## src/rtl/nn_param_loader.sv

```systemverilog
// rtl/nn_param_loader.sv - streams a 32-bit parameter image into the network weight/bias bus
// Optional trailing-checksum check enabled by defining NN_PARAM_CHECKSUM_EN.
module nn_param_loader #(
    parameter int N_LAYERS   = 4,
    parameter int L1_NEURONS = 30,
    parameter int L1_WEIGHTS = 784,
    parameter int L2_NEURONS = 30,
    parameter int L2_WEIGHTS = 30,
    parameter int L3_NEURONS = 10,
    parameter int L3_WEIGHTS = 30,
    parameter int L4_NEURONS = 10,
    parameter int L4_WEIGHTS = 10
) (
    input  logic        i_clk,
    input  logic        i_reset,
    input  logic        i_start,
    input  logic [31:0] i_s_axis_data,
    input  logic        i_s_axis_valid,
    input  logic        i_s_axis_last,
    output logic        o_s_axis_ready,
    output logic [31:0] o_weight,
    output logic        o_weight_valid,
    output logic [31:0] o_bias,
    output logic        o_bias_valid,
    output logic [31:0] o_layer_id,
    output logic [31:0] o_neuron_id,
    output logic        o_busy,
    output logic        o_done,
    output logic        o_error
);

    function automatic int max2(input int a, input int b);
        return (a > b) ? a : b;
    endfunction

    localparam int MAX_W   = max2(max2(L1_WEIGHTS, L2_WEIGHTS), max2(L3_WEIGHTS, L4_WEIGHTS));
    localparam int MAX_N   = max2(max2(L1_NEURONS, L2_NEURONS), max2(L3_NEURONS, L4_NEURONS));
    localparam int WCNT_W  = $clog2(MAX_W + 1);
    localparam int NRN_W   = $clog2(MAX_N + 1);
    localparam int LAYER_W = 3;

    typedef enum logic [2:0] {
        S_IDLE,
        S_WEIGHT,
        S_BIAS,
        S_CHECK,
        S_DONE,
        S_ERROR
    } state_t;

    state_t state, state_next;

    logic [LAYER_W-1:0] layer;
    logic [NRN_W-1:0]   neuron;
    logic [WCNT_W-1:0]  wcnt;
    logic [NRN_W-1:0]   cur_neurons;
    logic [WCNT_W-1:0]  cur_weights;

    logic xfer;
    logic last_weight;
    logic last_neuron;
    logic last_layer;
    logic final_bias;
    logic expect_last;
    logic frame_err;
    logic fwd;
    logic start_load;

    always_comb begin
        cur_neurons = NRN_W'(L1_NEURONS);
        cur_weights = WCNT_W'(L1_WEIGHTS);
        case (layer)
            3'd2: begin
                cur_neurons = NRN_W'(L2_NEURONS);
                cur_weights = WCNT_W'(L2_WEIGHTS);
            end
            3'd3: begin
                cur_neurons = NRN_W'(L3_NEURONS);
                cur_weights = WCNT_W'(L3_WEIGHTS);
            end
            3'd4: begin
                cur_neurons = NRN_W'(L4_NEURONS);
                cur_weights = WCNT_W'(L4_WEIGHTS);
            end
            default: begin
                cur_neurons = NRN_W'(L1_NEURONS);
                cur_weights = WCNT_W'(L1_WEIGHTS);
            end
        endcase
    end

    assign o_s_axis_ready = (state == S_WEIGHT) || (state == S_BIAS) || (state == S_CHECK);
    assign o_busy         = o_s_axis_ready;

    assign xfer        = i_s_axis_valid && o_s_axis_ready;
    assign start_load  = (state == S_IDLE) && i_start;
    assign last_weight = (wcnt == cur_weights - WCNT_W'(1));
    assign last_neuron = (neuron == cur_neurons - NRN_W'(1));
    assign last_layer  = (layer == LAYER_W'(N_LAYERS));
    assign final_bias  = (state == S_BIAS) && last_neuron && last_layer;

`ifdef NN_PARAM_CHECKSUM_EN
    logic [31:0] csum;
    logic        csum_match;

    // With the checksum trailer present, only the trailer may carry last.
    assign expect_last = (state == S_CHECK);
    assign csum_match  = (i_s_axis_data == csum);

    always_ff @(posedge i_clk) begin
        if (i_reset || start_load) begin
            csum <= '0;
        end else if (fwd) begin
            csum <= csum + i_s_axis_data;
        end
    end
`else
    assign expect_last = final_bias;
`endif

    assign frame_err = xfer && (i_s_axis_last != expect_last);
    assign fwd       = xfer && !frame_err && ((state == S_WEIGHT) || (state == S_BIAS));

    always_ff @(posedge i_clk) begin
        if (i_reset) begin
            state <= S_IDLE;
        end else begin
            state <= state_next;
        end
    end

    always_comb begin
        state_next = state;
        case (state)
            S_IDLE: begin
                if (i_start) state_next = S_WEIGHT;
            end
            S_WEIGHT: begin
                if (xfer) begin
                    if (frame_err)        state_next = S_ERROR;
                    else if (last_weight) state_next = S_BIAS;
                end
            end
            S_BIAS: begin
                if (xfer) begin
                    if (frame_err) begin
                        state_next = S_ERROR;
                    end else if (final_bias) begin
`ifdef NN_PARAM_CHECKSUM_EN
                        state_next = S_CHECK;
`else
                        state_next = S_DONE;
`endif
                    end else begin
                        state_next = S_WEIGHT;
                    end
                end
            end
            S_CHECK: begin
`ifdef NN_PARAM_CHECKSUM_EN
                if (xfer) begin
                    if (frame_err || !csum_match) state_next = S_ERROR;
                    else                          state_next = S_DONE;
                end
`else
                state_next = S_ERROR;
`endif
            end
            S_DONE:  state_next = S_IDLE;
            S_ERROR: state_next = S_IDLE;
            default: state_next = S_IDLE;
        endcase
    end

    always_ff @(posedge i_clk) begin
        if (i_reset) begin
            layer          <= '0;
            neuron         <= '0;
            wcnt           <= '0;
            o_weight       <= '0;
            o_weight_valid <= 1'b0;
            o_bias         <= '0;
            o_bias_valid   <= 1'b0;
            o_layer_id     <= '0;
            o_neuron_id    <= '0;
            o_done         <= 1'b0;
            o_error        <= 1'b0;
        end else begin
            o_weight_valid <= 1'b0;
            o_bias_valid   <= 1'b0;

            if (start_load) begin
                layer   <= LAYER_W'(1);
                neuron  <= '0;
                wcnt    <= '0;
                o_done  <= 1'b0;
                o_error <= 1'b0;
            end

            if (fwd) begin
                o_layer_id  <= 32'(layer);
                o_neuron_id <= 32'(neuron);
                if (state == S_WEIGHT) begin
                    o_weight       <= i_s_axis_data;
                    o_weight_valid <= 1'b1;
                    wcnt           <= wcnt + WCNT_W'(1);
                end else begin
                    o_bias       <= i_s_axis_data;
                    o_bias_valid <= 1'b1;
                    wcnt         <= '0;
                    if (last_neuron) begin
                        neuron <= '0;
                        layer  <= layer + LAYER_W'(1);
                    end else begin
                        neuron <= neuron + NRN_W'(1);
                    end
                end
            end

            // Flags are sticky until the next start; DONE/ERROR only last one cycle.
            if (state_next == S_DONE)  o_done  <= 1'b1;
            if (state_next == S_ERROR) o_error <= 1'b1;
        end
    end

endmodule

```

## config.mk

```make
export PLATFORM = sky130hd
export DESIGN_NAME = nn_param_loader
export DESIGN_NICKNAME = d
export VERILOG_FILES = /design/src/rtl/nn_param_loader.sv
export SDC_FILE = /design/constraint.sdc
export NUM_CORES = 1
export LEC_CHECK = 0
export CAP_MARGIN = 0
export CORE_MARGIN = 2
export CORE_UTILIZATION = 40
export DETAILED_ROUTE_END_ITERATION = 8
export PLACE_DENSITY = 0.84
export REMOVE_ABC_BUFFERS = 1
export SLEW_MARGIN = 10
export SYNTH_ARGS = -nofsm -noshare
export SYNTH_HDL_FRONTEND = slang
export SYNTH_SLANG_ARGS = --single-unit
export TNS_END_PERCENT = 30
```

## constraint.sdc

```tcl
create_clock -name i_clk -period 2.3 [get_ports i_clk]
set_input_delay 0.345 -clock i_clk [delete_from_list [all_inputs] [get_ports i_clk]]
set_output_delay 0.345 -clock i_clk [all_outputs]
set_load 0.005 [all_outputs]
```

==> results.yml <==
yosys:
  yosys_register_bits: 97
  async_reset_ff_share_pct: 0
  synth_xor_area_share_pct: 0
  synth-main-ff-cell: "dfxtp_1"
  yosysWarningCount: 0
  netlist-cell-type-count: 50
  synth_top_family_by_area: "simple AND/OR/NAND/NOR gates"
  synth.avg_cell_area_um2: 8.07
  synth_compound_area_share_pct: 15.7
  synth-edff-count: 0
  syn_area_um2: 4380
  synth_mux_area_share_pct: 2.31
  synth_top_area_share_pct: 44.3
  synth_top_area_cell: "dfxtp_1"
  synthSimpleGateAreaFrac_pct: 21.8
  syn_inst: 543
  synth-adder-area-share_pct: 2.00
  ys_seq_area_share_pct: 44.3
  netlist_top_cells_area: "dfxtp_1 (44%), nand2_1 (12%), buf_4 (9.8%)"
critical_path:
  slowest_delay_ps: 400
  path_buf_inv: 3
  critPathRequiredTime_ps: 2540
  r2r-start: "layer[1]"
  regToRegSetupSlack_ps: 80
  r2r-end: "layer[2]"
  crit_type: "reg -> reg"
  crit_start: "layer[1]"
  reg2regPathDepth: 9
  critPathMostFrequentCell: "buf_4"
  crit_chain: "inv_1 > ha_1 > and4bb_1 > buf_4 > a211o_4 > a2111oi_4 > buf_4 > nand2_1 > o41ai_1"
  crit_slowest_cell: "dfxtp_1"
  critPathMaxFanout: 4
  path_delay_family: "compound AO/OA/AOI/OAI gates"
  endpoint_kind: "flip-flop"
  crit_path_start_kind: "flip-flop"
  worstPathArrival_ps: 2460
clock_tree:
  htreeDepth: 3
  postCtsHoldBufs: 0
  insertion_delay_ps: 350
  clkSinkCount: 97
  cts_setup_buffers: 0
  cts_buffer_depth: 2
  clockRootBuffer: "clkbuf_8"
  cts_tree: "built"
  clk_pin_slew_ps: 90
  numCtsBuffers: 9
power_and_ir_drop:
  comb_power_share_pct: 10.0
  p_leak_nw: 2.20
  pwr-share-clk_pct: 33.3
  intPower_w: 0.00228
  switching_share_pct: 24.9
  p_per_area_nw_per_um2: 517
  peakVddDrop_mv: 0.337
  seqPwrFrac_pct: 56.7
  switchingPower_w: 0.000756
worst_hold_path:
  hold_class: "in -> reg"
  hold_depth: 2
  worstHoldStart: "i_reset"
  hold_end: "o_layer_id[2]"
placement:
  place_area_um2: 5670
  dp_hpwl_um: 8210
  io_buffers: 114
  dp_slack_ps: -105
  dp_cells: 804
  gp_congestion: 0.897
grt:
  grt_max_degree: 68
  overflow: 0
  grt_pass1_vias: 3799
  antenna_found_initial: 0
  track_usage_pct: 18.6
  grt_pass1_wl_um: 17600
route:
  drt_iter0_drc: 187
  wl_um: 11200
  drcViolationCount: 0
  wl_per_cell_um: 13.6
  via_per_inst: 4.95
  drt_pass1_iterations: 4
  vias: 4057
  ant_nets: 0
sta:
  whs_ps: 450
  worst_pin_slew_ps: 546
  setup_viol: 0
  rsz0062_at_grt: "false"
  post-route-period-util_pct: 96.5
  finalHoldViolCount: 0
  slew_viol_final: 0
  fin_skew_ps: 5.06
  slew-limit-headroom_pct: 63.3
  period_minus_slack_ps: 2220
  timing.fmax_mhz: 450
  worst_slack_ps: 79.8
status:
  status: "complete, no violations"
die:
  floorplan.initialDensity_pct: 40.8
  dieArea_um2: 11800
  die_y_um: 109
  rows: 38
  ios: 171
  fp.dieW_um: 109
  core_area_um2: 10700
final_layout:
  drive_gt1_share_pct: 10.4
  nets: 719
  final_cells: 820
  finalCoreUtilization_pct: 54.6
  syn_to_final_growth_pct: 33.9
  diodes: 0
  final_cell_area_um2: 5870
  fill_cells: 1009
job:
  max_cap_viol_count: 0
routing by layer:
layer | vias to the layer above | GRT usage, % | routed length (um)
li1 | 1969 | - | -
met1 | 1936 | 22.2 | 4600
met2 | 140 | 31.6 | 5640
met3 | 12 | 5.44 | 763
met4 | 0 | 6.96 | 163
met5 | - | 0 | 0
metrics by stage:
stage                     setup TNS, ps  power, W
after floorplan                  -18630   0.00186
after global placement            -39.1   0.00205
after detailed placement           -540   0.00206
after CTS                             0   0.00307
after global routing                  0   0.00317
final                                 0   0.00303
sequential cells by signal, indices dropped and copies added (netlist names):
signal	count
o_bias	32
o_weight	32
wcnt	10
neuron	5
o_neuron_id	5
layer	3
o_layer_id	3
state	3
o_bias_valid	1
o_done	1
o_error	1
o_weight_valid	1
power by group through the flow:
stage / logic [W] / registers [W] / clock network, W
6_report: 0.000302 / 0.00172 / 0.00101
5_1_grt: 0.000333 / 0.00172 / 0.00111
4_1_cts: 0.000301 / 0.00172 / 0.00105
3_5_place_dp: 0.000298 / 0.00176 / 0
3_3_place_gp: 0.000292 / 0.00176 / 0
2_1_floorplan: 0.000101 / 0.00176 / 0
cells by family (layout without fill, tap and decap cells):
logic type,count (synthesis),after routing
simple gates,217,217
compound gates,115,115
flops,97,97
buf+inv,96,178
mux,10,10
fa+ha+maj,7,7
other cells,1,56
final cells by class:
type / count / area, um^2 / area share (%)
flip-flops and latches: 97 / 1940 / 33.1
clock buffers: 10 / 138 / 2.35
clock inverters: 6 / 41.3 / 0.704
well taps: 140 / 175 / 2.99
repair buffers: 152 / 1460 / 24.9
inverters: 10 / 37.5 / 0.640
multi-input cells: 405 / 2070 / 35.4
worst max-delay path by stage:
stage          endpoint  cells past startpoint  slack [ps]
2_1_floorplan   wcnt[6]                      5        -780
3_3_place_gp    wcnt[9]                      7         -20
3_5_place_dp    wcnt[9]                      7        -100
4_1_cts         o_error                      9          70
5_1_grt        layer[2]                      8           5
6_report       layer[2]                      9          80
placed cells by master, fill, tap and decap left out, types with 6 or more instances in the layout:
master / count
a21oi_1: 81
buf_4: 35
clkbuf_8: 10
clkdlybuf4s50_1: 113
conb_1: 56
dfxtp_1: 96
ha_1: 7
inv_1: 10
mux2i_1: 9
nand2_1: 140
nand3_1: 7
nor2_1: 28
nor3_1: 7
o21ai_1: 6
or3_1: 7
cell usage after synthesis, types with 3 or more instances:
cell type    n
nand2_1    140
nor2_1      30
a31oi_1      5
a211oi_1     3
mux2i_1      9
nor3_1       8
inv_1       10
or3_1        7
buf_4       57
o21ai_1      6
a21oi_1     81
clkbuf_1    14
buf_2       10
nand3b_1     3
nand3_1      7
buf_1        3
dfxtp_1     97
a211oi_2     3
ha_1         7
nand2b_1     4
o21ai_0      3
what timing repair did:
action | 4_1_cts | 5_1_grt
resized for setup | 1 | 3
endpoints found under the setup margin | 1 | 8
pin swaps | 0 | 0
Power figures use the tool's default switching activity.
